--- config.mk ---
export PLATFORM = sky130hd
export DESIGN_NAME = serial_hex_formatter
export DESIGN_NICKNAME = d
export VERILOG_FILES = /design/src/rtl/serial_hex_formatter.sv
export SDC_FILE = /design/constraint.sdc
export NUM_CORES = 1
export LEC_CHECK = 0
export CAP_MARGIN = 20
export CELL_PAD_IN_SITES_DETAIL_PLACEMENT = 0
export CELL_PAD_IN_SITES_GLOBAL_PLACEMENT = 1
export CORE_ASPECT_RATIO = 0.8
export CORE_MARGIN = 2
export CORE_UTILIZATION = 30
export CTS_BUF_LIST = sky130_fd_sc_hd__clkbuf_8
export DETAILED_ROUTE_END_ITERATION = 6
export PLACE_DENSITY_LB_ADDON = 0.1
export REMOVE_ABC_BUFFERS = 1
export SETUP_SLACK_MARGIN = 0.5
export SLEW_MARGIN = 20
export SYNTH_ARGS = -nofsm -noshare
export SYNTH_HDL_FRONTEND = slang
export SYNTH_SLANG_ARGS = --single-unit
export TNS_END_PERCENT = 100
--- constraint.sdc ---
create_clock -name clock -period 2.4 [get_ports clock]
set_clock_uncertainty 0.2 [all_clocks]
set_input_delay 0.48 -clock clock [delete_from_list [all_inputs] [get_ports clock]]
set_output_delay 0.48 -clock clock [all_outputs]
set_load 0.01 [all_outputs]
--- src/rtl/serial_hex_formatter.sv ---
// Formats one WIDTH-bit value per request as an ASCII hex line ("0x...\r\n")
// and streams it byte-by-byte into a serial transmitter handshake.
module serial_hex_formatter #(
  parameter int unsigned WIDTH     = 32,
  parameter int unsigned PREFIX    = 1,
  parameter int unsigned NEWLINE   = 1,
  parameter int unsigned LOWERCASE = 0
) (
  input  logic             clock,
  input  logic             reset,
  input  logic [WIDTH-1:0] in_data,
  input  logic             in_valid,
  output logic             in_ready,
  output logic [7:0]       tx_data,
  output logic             tx_data_available,
  input  logic             tx_ready,
  output logic             busy
);

  localparam int unsigned DIGITS = WIDTH / 4;
  localparam int unsigned CW     = (DIGITS > 1) ? $clog2(DIGITS) : 1;

  if ((WIDTH == 0) || ((WIDTH % 4) != 0)) begin : g_width_check
    $error("serial_hex_formatter: WIDTH must be a nonzero multiple of 4");
  end

  typedef enum logic [2:0] {
    IDLE,
    PFX0,
    PFX1,
    DIGIT,
    CR,
    LF
  } state_t;

  state_t           state;
  state_t           state_next;
  logic [WIDTH-1:0] capture;
  logic [WIDTH-1:0] capture_next;
  logic [CW-1:0]    cnt;
  logic [CW-1:0]    cnt_next;
  logic             armed;
  logic             armed_next;
  logic             take;
  logic [3:0]       nibble;
  logic [7:0]       hex_char;

  assign in_ready          = (state == IDLE);
  assign busy              = (state != IDLE);
  assign tx_data_available = (state != IDLE) && armed;
  assign take              = tx_data_available && tx_ready;

  // State, capture, digit counter and re-arm flag
  always_ff @(posedge clock or posedge reset) begin
    if (reset) begin
      state   <= IDLE;
      capture <= '0;
      cnt     <= '0;
      armed   <= 1'b1;
    end else begin
      state   <= state_next;
      capture <= capture_next;
      cnt     <= cnt_next;
      armed   <= armed_next;
    end
  end

  always_comb begin
    state_next   = state;
    capture_next = capture;
    cnt_next     = cnt;
    armed_next   = armed;

    // Re-arm only after the transmitter has shown it went busy
    if (!tx_ready) begin
      armed_next = 1'b1;
    end else if (take) begin
      armed_next = 1'b0;
    end

    case (state)
      IDLE: begin
        if (in_valid) begin
          capture_next = in_data;
          cnt_next     = CW'(DIGITS - 1);
          state_next   = (PREFIX != 0) ? PFX0 : DIGIT;
        end
      end
      PFX0: begin
        if (take) state_next = PFX1;
      end
      PFX1: begin
        if (take) begin
          state_next = DIGIT;
          cnt_next   = CW'(DIGITS - 1);
        end
      end
      DIGIT: begin
        if (take) begin
          if (cnt == '0) begin
            state_next = (NEWLINE != 0) ? CR : IDLE;
          end else begin
            cnt_next = cnt - CW'(1);
          end
        end
      end
      CR: begin
        if (take) state_next = LF;
      end
      LF: begin
        if (take) state_next = IDLE;
      end
      default: state_next = IDLE;
    endcase
  end

  // Most-significant digit first
  assign nibble = 4'(capture >> {cnt, 2'b00});

  always_comb begin
    if (nibble < 4'd10) begin
      hex_char = 8'h30 + 8'(nibble);
    end else begin
      hex_char = ((LOWERCASE != 0) ? 8'h57 : 8'h37) + 8'(nibble);
    end
  end

  always_comb begin
    tx_data = 8'h00;
    case (state)
      PFX0:    tx_data = 8'h30;
      PFX1:    tx_data = 8'h78;
      DIGIT:   tx_data = hex_char;
      CR:      tx_data = 8'h0D;
      LF:      tx_data = 8'h0A;
      default: tx_data = 8'h00;
    endcase
  end

endmodule
==> summary.txt <==
Status -> finished with violations
Failing checks -> negative setup slack
Reg clk slew, reported paths -> 80 ps
Avg WL per Cell -> 16.7 microns
Initial Utilization -> 31.4%
Cells on Worst Hold Path -> 2
Fmax achieved -> 327 MHz
Yosys warns -> 0
Worst Path Required -> 1720 ps
Final setup vio count -> 7
Metal-1 WL -> 2730 microns
Worst r2r src -> state[2]
Setup slack, reg-to-reg -> 230 ps
Crit Path Max Fanout -> 8
Die extent in y -> 80.5 microns
DR iter-0 viols -> 55
Top Family by Delay on Critical Path -> multiplexers
Vias/cell -> 4.97
Post-synth top area share -> 43.3%
Final Max Tran Viols -> 0
Die footprint -> 8020 sq um
Critical Path Max Stage Delay -> 540 ps
Dominant cells by area after synthesis -> dfrtp_1, mux2_2, mux4_1
Largest net degree at the start of global routing -> 40
WS Path Type -> reg2out
Hold EP -> armed
IO Pins -> 47
Synth Register Bits -> 39
# diodes -> 0
TritonCTS clock tree -> done
Pwr dens -> 1430 nW/um^2
Max-slew headroom -> 66.0%
Initial antenna violation count -> 0
Worst slew pin tran -> 510 ps
Hold crit path type -> reg2reg
Via count -> 1734
Synth area leader -> dfrtp_1
Top Layer Used -> met4
First-pass DRT Iterations -> 4
Hold_buf cts -> 0
Final Net Count -> 301
Clk root buf -> clkbuf_8
Final hold vios -> 0
RD Place Congestion -> 0.777
WP data arrival -> 2380 ps
Cell Chain, Critical Path -> buf_6 > mux2_4 > mux4_2 > buf_6 > a211oi_2 > a2bb2oi_1 > nor2_1 > buf_2
RSZ-0062 raised after global routing -> yes
VDD IR max -> 0.595 mV
CP max-delay cell -> mux4_2
Min-delay src -> armed
Post-route clock period utilization -> 128%
Synthesis-to-layout area growth -> 59.5%
Vias in the first global route -> 1928
Area of the core -> 6990 sq um
FF/Latch Area -> 977 sq um
# DRC -> 0
Area of the multi-input gates -> 1310 sq um
DP Wirelength -> 3500 microns
First-pass GRT wire length -> 9950 microns
Final hold slack -> 271 ps
Grt total ovfl -> 0
Die W -> 99.6 microns
Mean post-synth cell area -> 12.8 sq um
Crit-path most repeated cell -> buf_6
Max Buffers Root-to-Sink -> 2
IO Port Bufs -> 45
Total track usage -> 16.0%
Yosys cell types -> 46
Register area share after synthesis -> 44.5%
Max-cap viol count -> 0
Wire length on met2 -> 2730 microns
Syn Inst Count -> 172
Synthesized area -> 2190 sq um
Total CTS buffers -> 5
Leak -> 1.58 nW
WP buf/inv -> 3
Number of placement rows -> 27
DRT Wirelength -> 5840 microns
Crit end category -> primary output
Remaining antenna violation count after routing -> 0
Fraction of layout cells with a size suffix above 1 -> 51.1%
Power, Total -> 4.99 mW
CTS H-tree lvls -> 2
Critical path startpoint category -> register
Clock period minus worst slack -> 3060 ps
R2R cell count -> 10
Sink Count -> 39
Critical R2R Capture -> capture[29]
Clock Latency Late Sink -> 290 ps
WL met3 -> 311 microns
Number of fill cells in the layout -> 609
Final worst setup slack -> -663 ps
CP startpoint -> cnt[0]
-- layer usage --
layer	track usage [%]	vias to the layer above
met5	0	-
met3	4.44	8
li1	-	806
met2	24.8	58
met1	21.6	862
met4	5.21	0
-- cells by family (layout without fill, tap and decap cells) --
family                   Yosys count  count (layout)  share of synthesized area (%)
flip-flops                        39              39                           44.5
adder cells (fa/ha/maj)            4               4                           2.28
other                              1               1                          0.171
XOR/XNOR                           1               1                          0.399
AND/OR/NAND/NOR                   36              36                           8.38
multiplexers                      51              51                           31.9
buffers and inverters             18             108                           5.53
AO/OA/AOI/OAI                     22              22                           6.84
-- worst max path at each step --
stage | cells after the start | slack (ps) | endpoint
floorplan | 6 | -520 | tx_data[1]
global placement | 8 | -730 | tx_data[1]
detailed placement | 8 | -770 | tx_data[1]
CTS | 8 | -660 | tx_data[1]
global route | 8 | -750 | tx_data[1]
finish | 8 | -660 | tx_data[1]
-- cell type report --
class | instances | area share, %
clock buffers | 5 | 1.97
clock inverters | 3 | 1.82
inverters | 6 | 0.715
multi-input cells | 115 | 37.5
flip-flops and latches | 39 | 27.9
well taps | 87 | 3.11
repair buffers | 94 | 26.9
-- cell usage in the layout (no fill, tap or decap), drive strengths merged, types with 2 or more instances in the layout --
master         count
o21ai              4
nor3               7
a211oi             2
and2               2
nand3b             2
dfrtp             38
clkdlybuf4s50     35
nand2              6
mux4               8
a21oi              7
nor2              11
mux2              36
ha                 4
bufinv             2
inv                7
buf               59
a31oi              2
clkbuf             5
mux2i              7
-- sequential cells by signal (all words and copies together), names as in the netlist --
register	cells
cnt	3
armed	1
state	3
capture	32
-- stage by stage --
stage / instance area, sq um / worst slack (ps) / instances / utilization (%) / TNS, ps
6_report: 3500 / -663 / 349 / 50.0 / -3850
5_1_grt: 3500 / -752 / 349 / 50.0 / -4620
4_1_cts: 3450 / -656 / 349 / 49.3 / -3880
3_5_place_dp: 2860 / -768 / 318 / 40.9 / -4520
3_3_place_gp: 2860 / -733 / 318 / 40.9 / -4250
2_1_floorplan: 2100 / -525 / 160 / - / -8580
-- repair_timing --
action | 4_1_cts | 5_1_grt
gates cloned | 3 | 0
setup buffers | 20 | 0
endpoints found under the setup margin | 44 | 45
pin swaps | 13 | 9
gates resized for setup | 117 | 12
-- power by group --
part / internal [mW] / switching [mW]
combinational: 1.89 / 1.28
clock: 0.411 / 0.234
sequential: 0.965 / 0.219
total: 3.26 / 1.73
-- worst register-to-register path, cell delays in order (launching register included) --
cell and delay [ps]:
dfrtp_1 400, buf_6 130, buf_6 120, buf_6 110, nor3_2 90, buf_4 140, buf_6 100, and2_4 200
buf_6 120, buf_12 140, mux2_4 320
-- synthesized netlist by cell type, drive strengths merged --
| master | number |
|---|---|
| buf | 7 |
| nor2b | 1 |
| nor4 | 1 |
| mux4 | 8 |
| a2bb2oi | 1 |
| a32oi | 1 |
| and3 | 1 |
| o21ai | 4 |
| nor3b | 1 |
| inv | 6 |
| mux2i | 7 |
| a31oi | 2 |
| or3 | 1 |
| nand3b | 2 |
| a211oi | 2 |
| o31ai | 1 |
| dfrtp | 38 |
| ha | 4 |
| a311oi | 1 |
| a211o | 1 |
| clkbuf | 5 |
| a21oi | 7 |
| xor2 | 1 |
| and4b | 1 |
| nand2 | 6 |
| and2 | 2 |
| mux2 | 36 |
| dfstp | 1 |
| nor3 | 7 |
| a41oi | 1 |
| nor2 | 11 |
| and3b | 1 |
| conb | 1 |
| o21bai | 1 |
| nand2b | 1 |
Note: power is estimated with default switching activity, not from simulation.
